File: config.mk
export PLATFORM = sky130hd
export DESIGN_NAME = player_motion_ctrl_flat
export DESIGN_NICKNAME = d
export VERILOG_FILES = /design/src/rtl/vga_pkg.sv /design/src/rtl/vga_if.sv /design/src/rtl/frame_tick_gen.sv /design/src/rtl/player_motion_ctrl.sv /design/src/flat_wrapper.sv
export SDC_FILE = /design/constraint.sdc
export NUM_CORES = 1
export LEC_CHECK = 0
export ABC_AREA = 1
export BUFFER_PORTS_ARGS = -buffer_cell sky130_fd_sc_hd__buf_4
export CAP_MARGIN = 40
export CORE_UTILIZATION = 45
export DETAILED_ROUTE_END_ITERATION = 10
export GPL_ROUTABILITY_DRIVEN = 0
export PLACE_DENSITY = 0.71
export SETUP_SLACK_MARGIN = 0.15
export SLEW_MARGIN = 25
export SYNTH_ARGS = -nofsm -noshare
export SYNTH_HDL_FRONTEND = slang
export SYNTH_SLANG_ARGS = --single-unit
File: constraint.sdc
create_clock -name clk -period 2.61 [get_ports clk]
set_input_delay 0.522 -clock clk [delete_from_list [all_inputs] [get_ports clk]]
set_output_delay 0.522 -clock clk [all_outputs]
set_load 0.05 [all_outputs]
File: src/rtl/vga_pkg.sv
// Shared VGA geometry and player sprite constants, common to the motion controller and draw stage.
package vga_pkg;

    localparam int HOR_PIXELS = 1024;
    localparam int VER_PIXELS = 768;

    localparam int PLAYER_W = 30;
    localparam int PLAYER_H = 80;
    localparam int Y_GROUND = 500;

    typedef enum logic [1:0] {STAND, WALK, JUMP} player_state_t;

endpackage

File: src/rtl/vga_if.sv
// VGA timing bundle passed along the draw pipeline.
interface vga_if;
    logic [10:0] vcount;
    logic        vsync;
    logic        vblnk;
    logic [10:0] hcount;
    logic        hsync;
    logic        hblnk;
    logic [11:0] rgb;

    modport out (output vcount, vsync, vblnk, hcount, hsync, hblnk, rgb);
    modport in  (input  vcount, vsync, vblnk, hcount, hsync, hblnk, rgb);
endinterface

File: src/rtl/frame_tick_gen.sv
// Registered one-cycle pulse on each vblnk rising edge; the per-frame update strobe.
module frame_tick_gen (
    input  logic clk,
    input  logic rst,
    input  logic vblnk,
    output logic frame_tick
);
    logic vblnk_d;

    always_ff @(posedge clk or posedge rst) begin
        if (rst) begin
            vblnk_d    <= 1'b0;
            frame_tick <= 1'b0;
        end else begin
            vblnk_d    <= vblnk;
            frame_tick <= vblnk & ~vblnk_d;
        end
    end
endmodule

File: src/rtl/player_motion_ctrl.sv
// Per-frame player motion: horizontal walking with screen clamps, jump/gravity FSM.
module player_motion_ctrl #(
    parameter int X_START  = 0,
    parameter int Y_GROUND = vga_pkg::Y_GROUND,
    parameter int PLAYER_W = vga_pkg::PLAYER_W,
    parameter int PLAYER_H = vga_pkg::PLAYER_H,
    parameter int STEP     = 4,
    parameter int JUMP_V0  = 16,
    parameter int GRAVITY  = 1
) (
    input  logic        clk,
    input  logic        rst,
    vga_if.in           vga_in,
    input  logic        left,
    input  logic        right,
    input  logic        jump,
    output logic [10:0] xpos,
    output logic [10:0] ypos,
    output logic        facing_left,
    output logic        moving,
    output logic        airborne,
    output logic        frame_tick
);
    import vga_pkg::*;

    localparam int X_MAX = HOR_PIXELS - PLAYER_W;
    localparam int Y_TOP = Y_GROUND - PLAYER_H;
    localparam logic signed [11:0] X_MAX_S = 12'(X_MAX);
    localparam logic signed [11:0] Y_TOP_S = 12'(Y_TOP);
    localparam logic signed [7:0]  V0_S    = 8'(JUMP_V0);
    localparam logic signed [7:0]  G_S     = 8'(GRAVITY);

    player_state_t      state, state_nxt;
    logic signed [7:0]  vy, vy_nxt;
    logic               jump_armed, armed_nxt;
    logic [10:0]        x_nxt, y_nxt;
    logic               facing_nxt, moving_nxt;
    logic signed [11:0] x_s, x_step, y_sum;

    frame_tick_gen u_frame_tick_gen (
        .clk        (clk),
        .rst        (rst),
        .vblnk      (vga_in.vblnk),
        .frame_tick (frame_tick)
    );

    always_comb begin
        x_s        = $signed({1'b0, xpos});
        x_step     = x_s;
        x_nxt      = xpos;
        facing_nxt = facing_left;
        if (right & ~left) begin
            x_step     = x_s + 12'(STEP);
            x_nxt      = (x_step > X_MAX_S) ? 11'(X_MAX) : x_step[10:0];
            facing_nxt = 1'b0;
        end else if (left & ~right) begin
            x_step     = x_s - 12'(STEP);
            x_nxt      = (x_step < 12'sd0) ? '0 : x_step[10:0];
            facing_nxt = 1'b1;
        end
        moving_nxt = (x_nxt != xpos);

        y_sum     = $signed({1'b0, ypos}) + $signed({{4{vy[7]}}, vy});
        state_nxt = state;
        vy_nxt    = vy;
        y_nxt     = ypos;
        armed_nxt = jump_armed | ~jump;
        case (state)
            STAND, WALK: begin
                if (jump & jump_armed) begin
                    state_nxt = JUMP;
                    vy_nxt    = -V0_S;
                    armed_nxt = 1'b0;
                end else begin
                    state_nxt = moving_nxt ? WALK : STAND;
                end
            end
            JUMP: begin
                if (y_sum >= Y_TOP_S) begin
                    y_nxt     = 11'(Y_TOP);
                    vy_nxt    = '0;
                    state_nxt = moving_nxt ? WALK : STAND;
                end else begin
                    y_nxt  = (y_sum < 12'sd0) ? '0 : y_sum[10:0];
                    // saturate before adding so vy never overflows past JUMP_V0
                    vy_nxt = (vy > V0_S - G_S) ? V0_S : vy + G_S;
                end
            end
            default: state_nxt = STAND;
        endcase
    end

    always_ff @(posedge clk or posedge rst) begin
        if (rst) begin
            state       <= STAND;
            vy          <= '0;
            jump_armed  <= 1'b1;
            xpos        <= 11'(X_START);
            ypos        <= 11'(Y_TOP);
            facing_left <= 1'b0;
            moving      <= 1'b0;
            airborne    <= 1'b0;
        end else if (frame_tick) begin
            state       <= state_nxt;
            vy          <= vy_nxt;
            jump_armed  <= armed_nxt;
            xpos        <= x_nxt;
            ypos        <= y_nxt;
            facing_left <= facing_nxt;
            moving      <= moving_nxt;
            airborne    <= (state_nxt == JUMP);
        end
    end
endmodule

File: src/flat_wrapper.sv
// flat-port wrapper written by rule: the top's interface ports become plain ports
module player_motion_ctrl_flat import vga_pkg::*;
#(
    parameter int X_START  = 0,
    parameter int Y_GROUND = vga_pkg::Y_GROUND,
    parameter int PLAYER_W = vga_pkg::PLAYER_W,
    parameter int PLAYER_H = vga_pkg::PLAYER_H,
    parameter int STEP     = 4,
    parameter int JUMP_V0  = 16,
    parameter int GRAVITY  = 1
)
  (clk, rst, left, right, jump, xpos, ypos, facing_left, moving, airborne, frame_tick, vga_in_vcount, vga_in_vsync, vga_in_vblnk, vga_in_hcount, vga_in_hsync, vga_in_hblnk, vga_in_rgb);
  vga_if vga_in_i ();
  input  logic clk;
  input  logic rst;
  input  logic left;
  input  logic right;
  input  logic jump;
  output logic [10:0] xpos;
  output logic [10:0] ypos;
  output logic facing_left;
  output logic moving;
  output logic airborne;
  output logic frame_tick;
  input wire logic [$bits(vga_in_i.vcount)-1:0] vga_in_vcount;
  input wire logic [$bits(vga_in_i.vsync)-1:0] vga_in_vsync;
  input wire logic [$bits(vga_in_i.vblnk)-1:0] vga_in_vblnk;
  input wire logic [$bits(vga_in_i.hcount)-1:0] vga_in_hcount;
  input wire logic [$bits(vga_in_i.hsync)-1:0] vga_in_hsync;
  input wire logic [$bits(vga_in_i.hblnk)-1:0] vga_in_hblnk;
  input wire logic [$bits(vga_in_i.rgb)-1:0] vga_in_rgb;
  assign vga_in_i.vcount = vga_in_vcount;
  assign vga_in_i.vsync = vga_in_vsync;
  assign vga_in_i.vblnk = vga_in_vblnk;
  assign vga_in_i.hcount = vga_in_hcount;
  assign vga_in_i.hsync = vga_in_hsync;
  assign vga_in_i.hblnk = vga_in_hblnk;
  assign vga_in_i.rgb = vga_in_rgb;
  player_motion_ctrl #(.X_START(X_START), .Y_GROUND(Y_GROUND), .PLAYER_W(PLAYER_W), .PLAYER_H(PLAYER_H), .STEP(STEP), .JUMP_V0(JUMP_V0), .GRAVITY(GRAVITY)) u_core (.clk(clk), .rst(rst), .vga_in(vga_in_i), .left(left), .right(right), .jump(jump), .xpos(xpos), .ypos(ypos), .facing_left(facing_left), .moving(moving), .airborne(airborne), .frame_tick(frame_tick));
endmodule
* After elaboration in Yosys (flattened, before gate mapping)
Cells that the tools add are included.
** Operators by class
- Add/subtract/negate cells :: 4
- Magnitude comparators :: 5
- Eq/ne operators :: 5
- Mux-type cells :: 18
- Bitwise operators :: 9
- Reduce and logical (&&, ||, !) cells :: 7
** Operators with widths (number)
- two-way mux 11 bit :: 6
- less-than comparator 12 x 1 -> 1 bit (second input constant) :: 2
- two-way mux 8 bit :: 3
- case mux 8 bit (2 select lines) :: 1
- adder 11 x 3 -> 12 bit (second input constant) :: 1
- adder 12 x 8 -> 12 bit :: 1
- >= comparator 12 x 10 -> 1 bit (second input constant) :: 1
- greater-than comparator 12 x 11 -> 1 bit (second input constant) :: 1
- subtractor 11 x 3 -> 12 bit (second input constant) :: 1
- inequality test 11 bit :: 1
- adder 8 x 2 -> 8 bit (second input constant) :: 1
- greater-than comparator 8 x 5 -> 1 bit (second input constant) :: 1
- two-way mux 1 bit :: 5
- bitwise AND 1 bit :: 4
- equality test 2 bit (second input constant) :: 2
- two-way mux 2 bit :: 2
- NOT 1 bit :: 4
- case mux 2 bit (2 select lines) :: 1
- AND reduction 2 bit :: 2
- nonzero test 2 bit :: 2
- AND reduction 3 bit :: 1
- equality test 2 x 1 -> 1 bit (second input constant) :: 1
- zero test 2 bit :: 1
- inequality test 2 x 1 -> 1 bit (second input constant) :: 1
- other kinds (2) :: 2
** Word-level totals
- Flip-flop bits (word level) :: 38
- Output and inout bits :: 26
- Logic and storage cells :: 58

* Logic depth before layout (Yosys ltp)
Gate-level depths: netlist (run 1).
- Depth after elaboration :: 10
- Depth in mapped cells :: 21
- Mapped depth without buffers :: 20

* Cells and area by module
A second synthesis (run 1) with hierarchy kept.
** Unflattened totals
- Cells, all modules :: 442
- Area, all modules :: 3016.6 µm²
** Modules (own cells, without submodules)
- player_motion_ctrl :: instances 1, cells an instance 437, area each 2952.8 µm², seq. area each 907.1 µm²
- frame_tick_gen :: instances 1, cells an instance 5, area each 63.8 µm², seq. area each 50.0 µm²

* Worst setup path after synthesis (run 1)
Ideal clock, no wire load.
- Path type :: reg-to-reg
- Start :: register u_core.ypos[0]
- End :: register u_core.state[1]
- Library setup time :: 0.135 ns
- Arrival time :: 2.653 ns
- Data required time :: 2.475 ns
- Slack :: -0.178 ns
- Cell stages (with the launch flop) :: 14
- Path buffers :: 0
- Clock period less this slack :: 2.788 ns
- Cells stage by stage :: dfrtp_1 ha_1 inv_1 fa_1 nor3_1 nor3b_1 o21a_1 o21ai_0 xor2_1 nor2_1 nand2_1 nand2_1 o21ai_0 o21ai_0
** On the way
- Word-level cells in the longest chain between the ends :: 4
** Ends and longest elaborated chain
- start: declaration :: line player_motion_ctrl.sv:18 : output logic [10:0] ypos,
- start signal: assignment :: line player_motion_ctrl.sv:99 : ypos <= 11'(Y_TOP);
- start signal: assignment :: line player_motion_ctrl.sv:108 : ypos <= y_nxt;
- adder 12 x 8 -> 12 bit :: line player_motion_ctrl.sv:63 : y_sum = $signed({1'b0, ypos}) + $signed({{4{vy[7]}}, vy});
- >= comparator 12 x 10 -> 1 bit :: line player_motion_ctrl.sv:79 : if (y_sum >= Y_TOP_S) begin
- two-way mux 2 bit :: line player_motion_ctrl.sv:79
- case mux 2 bit (2 select lines) :: line player_motion_ctrl.sv:68 : case (state)
- end signal: assignment :: line player_motion_ctrl.sv:104 : state <= state_nxt;
- end: declaration :: line player_motion_ctrl.sv:33 : player_state_t state, state_nxt;
No other way between the ends.
A chain may end at the register's enable or synchronous reset.

* Worst setup path after layout (run 1)
- Start :: register u_core.vy[0]
- End :: register u_core.state[1]
** On the way
- Word-level cells in the longest chain between the ends :: 4
** Ends and longest elaborated chain
- start: declaration :: line player_motion_ctrl.sv:34 : logic signed [7:0] vy, vy_nxt;
- start signal: assignment :: line player_motion_ctrl.sv:105 : vy <= vy_nxt;
- adder 12 x 8 -> 12 bit :: line player_motion_ctrl.sv:63
- >= comparator 12 x 10 -> 1 bit :: line player_motion_ctrl.sv:79
- two-way mux 2 bit :: line player_motion_ctrl.sv:79
- case mux 2 bit (2 select lines) :: line player_motion_ctrl.sv:68
No other way between the ends.

==> impl_metrics.yaml, run 1 <==
run_status:
  outcome: "finished clean"
floorplan:
  io_pins: 69
  die-area_um2: 7010
  die_w_um: 83.7
  core_area_um2: 6390
  dieHeight_um: 83.7
  initial_core_util_pct: 47.0
  num_rows: 29
clock_tree:
  htreeDepth: 2
  clk_latency_ps: 300
  clkTransAtPathRegs_ps: 90
  cts-root-buf: "clkbuf_8"
  tritoncts.num_buffers: 5
  cts.sinks: 38
  cts_tree: "built"
  max-clock-path-buffers: 2
final_layout:
  nNetsFinal: 562
  drive_above_1_share_pct: 30.3
  fillCellCount: 588
  synthToLayoutAreaGrowth_pct: 29.5
  insertedDiodeCount: 0
  fin_area_um2: 3890
  multi_input_area_um2: 2040
  regArea_um2: 967
setup_path:
  crit_cells: 13
  path_common_cell: "o21ai_2"
  crit_fanout: 5
  r2r-start: "u_core.vy[0]"
  critPathMaxStageDelay_ps: 420
  r2r_slack_ps: 190
  cp_slowest_cell: "dfrtp_1"
  critPathCapture: "u_core.state[1]"
  worst_r2r_path_depth: 13
  r2r_end: "u_core.state[1]"
  path_class: "register to register"
  cp_top_family: "compound AO/OA/AOI/OAI gates"
  cp_cell_sequence: "ha_4 > inv_2 > fa_2 > nor3_2 > nor3b_2 > o21a_1 > o21ai_2 > xor2_1 > nor2_2 > nand2_2 > nand2_4 > o21ai_2 > o21ai_1"
  end_kind: "register"
  worstPathRequired_ps: 2770
  crit_arrival_ps: 2580
  start_kind: "register"
  startpoint: "u_core.vy[0]"
  path_buf_inv: 1
timing:
  fin_ws_ps: 186
  tns_ps: 0
  drv_slew: 0
  fin_crit_sh_pct: 92.9
  slew_headroom_pct: 64.5
  finalSetupViolCount: 0
  fmax_mhz: 413
  finalHoldViolations: 0
  clock-skew-final_ps: 14.3
  rsz0062_at_grt: "yes"
  period_minus_slack_ps: 2420
  whs_ps: 348
  tightest_slew_ps: 532
pwr:
  p_per_area_nw_per_um2: 1040
  peakVddDrop_uv: 531
  p_leak_nw: 1.87
global_route:
  grt_pass1_vias: 2815
  antenna_found_initial: 0
  track_usage_pct: 21.9
  grt_pass1_wl_um: 12700
  overflow: 0
  grt_max_degree: 39
synth:
  yosysWarnings: 0
  syn_inst: 443
  yosysSeqAreaShare_pct: 31.9
  synth_area_um2: 3000
  syn_avg_cell_area_um2: 6.78
  syn_nets: 504
  ys_seq_elements: 38
  synth_cell_types: 38
route:
  vias: 3173
  wl_per_cell_um: 14.0
  final_antenna_net_count: 0
  vias_per_cell: 5.48
  wirelength_um: 8100
  drt_iter0_markers: 246
  drc: 0
  drtPass1Iterations: 5
place:
  pre_cts_ws_ps: 58.6
  port-buffer-count: 31
  dp_hpwl_um: 5620
  post_dp_cell_area_um2: 3450
run:
  cap_violations: 0
worst_hold_path:
  hp-class: "input port to async pin"
## cell families after synthesis
kind of cell | count (synthesis) | share of synthesized area [%]
compound gates | 78 | 13.8
xor+xnor | 12 | 3.50
fa+ha+maj | 18 | 7.75
buf+inv | 70 | 9.58
flops | 38 | 31.9
simple gates | 227 | 33.5
## flip-flops by register name, summed over array words and instances, names as in the netlist
signal / cells
u_core.xpos: 11
u_core.ypos: 11
u_core.vy: 8
u_core.state: 2
u_core.airborne: 1
u_core.facing_left: 1
u_core.jump_armed: 1
u_core.moving: 1
u_core.u_frame_tick_gen.frame_tick: 1
u_core.u_frame_tick_gen.vblnk_d: 1
## worst min-delay path by stage
stage / endpoint / slack [ps] / depth (start not counted)
floorplan: u_core.u_frame_tick_gen.frame_tick / 380 / 1
global placement: u_core.u_frame_tick_gen.frame_tick / 380 / 1
detailed placement: u_core.u_frame_tick_gen.frame_tick / 390 / 1
CTS: u_core.u_frame_tick_gen.vblnk_d / 340 / 1
global route: u_core.u_frame_tick_gen.vblnk_d / 340 / 1
finish: u_core.xpos[9] / 350 / 3
## cells in the final DEF (no fill, tap or decap), types with 6 or more instances in the layout
cell type and n:
a21oi_1 20, buf_4 61, dfrtp_1 25, dfrtp_2 8, ha_1 12, inv_1 52, nand2_1 109, nand2_2 12
nand3_1 36, nand3_2 6, nand4_1 8, nor2_1 28, nor2_2 7, o21ai_0 32, o21ai_1 7, o21ai_2 6
xor2_1 8
## cell type report
class | count | share of cell area (%)
Clock buffer | 6 | 1.86
Clock inverter | 2 | 0.257
Inverter | 57 | 5.63
Multi-Input combinational cell | 335 | 52.4
Sequential cell | 38 | 24.9
Tap cell | 77 | 2.48
Timing Repair Buffer | 64 | 12.5
## Yosys cell counts
master,instances,area share [%]
a21oi_1,23,3.8
a21oi_2,1,0.29
a221oi_1,1,0.29
a31oi_1,2,0.42
and2_1,1,0.21
buf_2,2,0.33
buf_4,2,0.50
buf_6,2,0.75
clkbuf_1,7,0.87
dfrtp_1,33,27
dfstp_2,5,4.4
fa_1,1,0.67
ha_1,17,7.1
inv_1,53,6.6
inv_2,4,0.50
nand2_1,122,15
nand2_2,2,0.42
nand3_1,42,7.0
nand3_2,2,0.67
nand3_4,1,0.58
nand4_1,8,1.7
nand4_2,1,0.42
nor2_1,34,4.2
nor2_2,4,0.83
nor2_4,2,0.75
nor3_1,5,0.83
nor3b_1,1,0.25
nor4_1,1,0.21
o211ai_1,1,0.25
o21a_1,1,0.25
o21ai_0,41,6.8
o21ai_1,4,0.67
o21bai_1,1,0.25
o22ai_1,1,0.21
o31ai_1,2,0.50
or2_2,1,0.21
xnor2_1,3,0.87
xor2_1,9,2.6
## stage by stage
stage / std cells / total power, mW / util (%)
after global routing: 579 / 4.31 / 60.9
after global placement: 559 / 3.10 / 54.0
final: 579 / 4.03 / 60.9
after detailed placement: 559 / 3.16 / 54.0
after floorplan: 443 / 2.61 / -
after CTS: 568 / 3.64 / 56.1
## power by group
group | internal (mW) | leakage (nW) | switching [mW]
clock | 0.186 | 0.0450 | 0.222
combinational | 0.954 | 1.37 | 1.66
sequential | 0.788 | 0.455 | 0.222
## worst register-to-register path, stage by stage (launching register included)
cell and delay (ps):
dfrtp_1 420, ha_4 150, inv_2 40, fa_2 380
nor3_2 160, nor3b_2 80, o21a_1 210, o21ai_2 150
xor2_1 200, nor2_2 80, nand2_2 120, nand2_4 90
o21ai_2 130, o21ai_1 70
## metal layers
layer | GRT usage, % | up-vias | routed length, µm
li1 | - | 1570 | -
met1 | 30.1 | 1502 | 3660
met2 | 35.6 | 89 | 3970
met3 | 3.56 | 12 | 348
met4 | 6.47 | 0 | 129
met5 | 0 | - | 0
## repair_timing
item                                    4_1_cts  5_1_grt
pin swaps                                     3       18
buffers inserted                              1       11
endpoints found under the setup margin       14       21
gates resized for setup                      11       58
hold buffers                                  0        0
cloned                                        0        0
Note: power is estimated with default switching activity, not from simulation.
==> run 2, diff against run 1 <==
Settings changed: CORE_UTILIZATION 45 to 43, PLACE_DENSITY 0.71 to 0.69.
==> run 2 against run 1 <==
Via count fell by 2.5%. Clock power shrank 1%. Register-to-register slack improved by 20 ps. Final cell count is 0.69% higher. Routed wire length fell by 4.6%. First-iteration DRC count fell by 33%. Critical path type unchanged. Critical path depth up 4. Power decreased by 0.76%. Sequential share of layout area is 0.22 points higher. Clock skew fell by 7.5 ps.
==> impl_metrics.yaml, run 2 (same netlist as run 1, synthesis figures left out) <==
run_status:
  outcome: "finished clean"
clock_tree:
  max-clock-path-buffers: 2
  clkTransAtPathRegs_ps: 80
  hold_buffers: 0
  cts_tree: "built"
  htreeDepth: 2
  tritoncts.num_buffers: 5
  clk_latency_ps: 290
  cts.sinks: 38
  cts-root-buf: "clkbuf_8"
timing:
  tns_ps: 0
  fin_crit_sh_pct: 92.1
  slew_headroom_pct: 66.4
  fmax_mhz: 416
  clock-skew-final_ps: 6.70
  rsz0062_at_grt: "yes"
  finalSetupViolCount: 0
  finalHoldViolations: 0
  tightest_slew_ps: 504
  drv_slew: 0
  period_minus_slack_ps: 2400
setup_path:
  worst_r2r_path_depth: 17
  crit_fanout: 8
  end_kind: "register"
  crit_arrival_ps: 2590
  path_class: "register to register"
  worstPathRequired_ps: 2790
  start_kind: "register"
floorplan:
  die-area_um2: 7320
  num_rows: 30
  dieHeight_um: 85.6
  io_pins: 69
  die_w_um: 85.6
  initial_core_util_pct: 44.5
  core_area_um2: 6760
final_layout:
  drive_above_1_share_pct: 27.8
  multi_input_area_um2: 1990
  fillCellCount: 618
  regArea_um2: 967
  layout_commonest_cell: "nand2_1"
  top_regs: "u_core.xpos (11), u_core.ypos (11), u_core.vy (8)"
  synthToLayoutAreaGrowth_pct: 28.4
  insertedDiodeCount: 0
  mostFrequentLayoutCells: "114 x nand2_1, 63 x buf_4, 52 x inv_1, 33 x nand3_1, 32 x nor2_1"
  nNetsFinal: 563
worst_hold_path:
  hp-class: "input port to register"
  holdPathStages: 1
global_route:
  use_met2_pct: 32.4
  grt-busiest-layer: "met2"
  grt_pass1_wl_um: 12300
  antenna_found_initial: 0
  track_usage_pct: 21.1
  grt.met3_usage_pct: 3.66
  grt_max_degree: 39
  overflow: 0
  grt_pass1_vias: 2621
  met1_usage_pct: 30.3
place:
  port-buffer-count: 31
  dp_hpwl_um: 5330
route:
  vias_per_cell: 5.31
  vias: 3095
  final_antenna_net_count: 0
  wirelength_um: 7730
  drc: 0
  wl_per_cell_um: 13.3
  drtPass1Iterations: 5
  drt_iter0_markers: 165
pwr:
  peakVddDrop_uv: 507
  power_mw: 4.00
  p_per_area_nw_per_um2: 1040
  p_leak_nw: 1.88
run:
  cap_violations: 0
[run 2: area by class of cell]
class	instances	share of cell area [%]
Tap cell	80	2.59
Timing Repair Buffer	65	12.8
Multi-Input combinational cell	335	51.6
Clock buffer	6	1.88
Inverter	57	5.74
Clock inverter	2	0.259
Sequential cell	38	25.1
[run 2: repair_timing]
item | in CTS | in global routing
endpoints found under the hold margin | 0 | 0
resized for setup | 4 | 51
setup endpoints to repair | 9 | 21
pin swaps | 5 | 15
setup buffers | 3 | 13
[run 2: final timing paths]
check                                           startpoint                            endpoint  slack, ps
max                                         u_core.xpos[4]                     u_core.state[0]        210
min reg2reg                u_core.u_frame_tick_gen.vblnk_d  u_core.u_frame_tick_gen.frame_tick        390
max in group asynchronous                              rst                      u_core.xpos[2]       1880
min in group asynchronous                              rst                      u_core.xpos[0]        350
max reg2reg                                 u_core.xpos[4]                     u_core.state[0]        210
min                                           vga_in_vblnk     u_core.u_frame_tick_gen.vblnk_d        340
[run 2: critical path: stages, from the launching register on]
cell and delay (ps):
dfrtp_2 510, nand2_2 100, nor2_4 210, nand3_2 90, nand2_2 90, nand2_2 60, nor2_4 130, nand3_2 80
nand2_2 120, nand3_4 120, nand2_1 110, nand2_1 70, nand2_1 70, nand3_1 70, nor2_1 160, nand3_1 140
nand3_1 100, nand2_1 60
[run 2: power breakdown]
part,switching (mW),internal [mW]
Clock,0.217,0.185
Sequential,0.230,0.787
Combinational,1.61,0.971
Total,2.05,1.94
[run 2: layer usage]
| layer | vias up | wire length [µm] |
|---|---|---|
| li1 | 1566 | - |
| met1 | 1434 | 3600 |
| met5 | - | 0 |
| met3 | 10 | 392 |
| met2 | 85 | 3620 |
| met4 | 0 | 116 |
[run 2: per-stage QoR]
stage	std cells	hold slack (ps)	instance area [µm²]	setup WS [ps]	util (%)
after floorplan	443	376	3040	165	-
after global placement	559	380	3430	110	50.8
after detailed placement	559	389	3430	43.9	50.8
after CTS	570	332	3550	147	52.5
after global routing	583	328	3860	43.6	57.1
final	583	342	3860	205	57.1
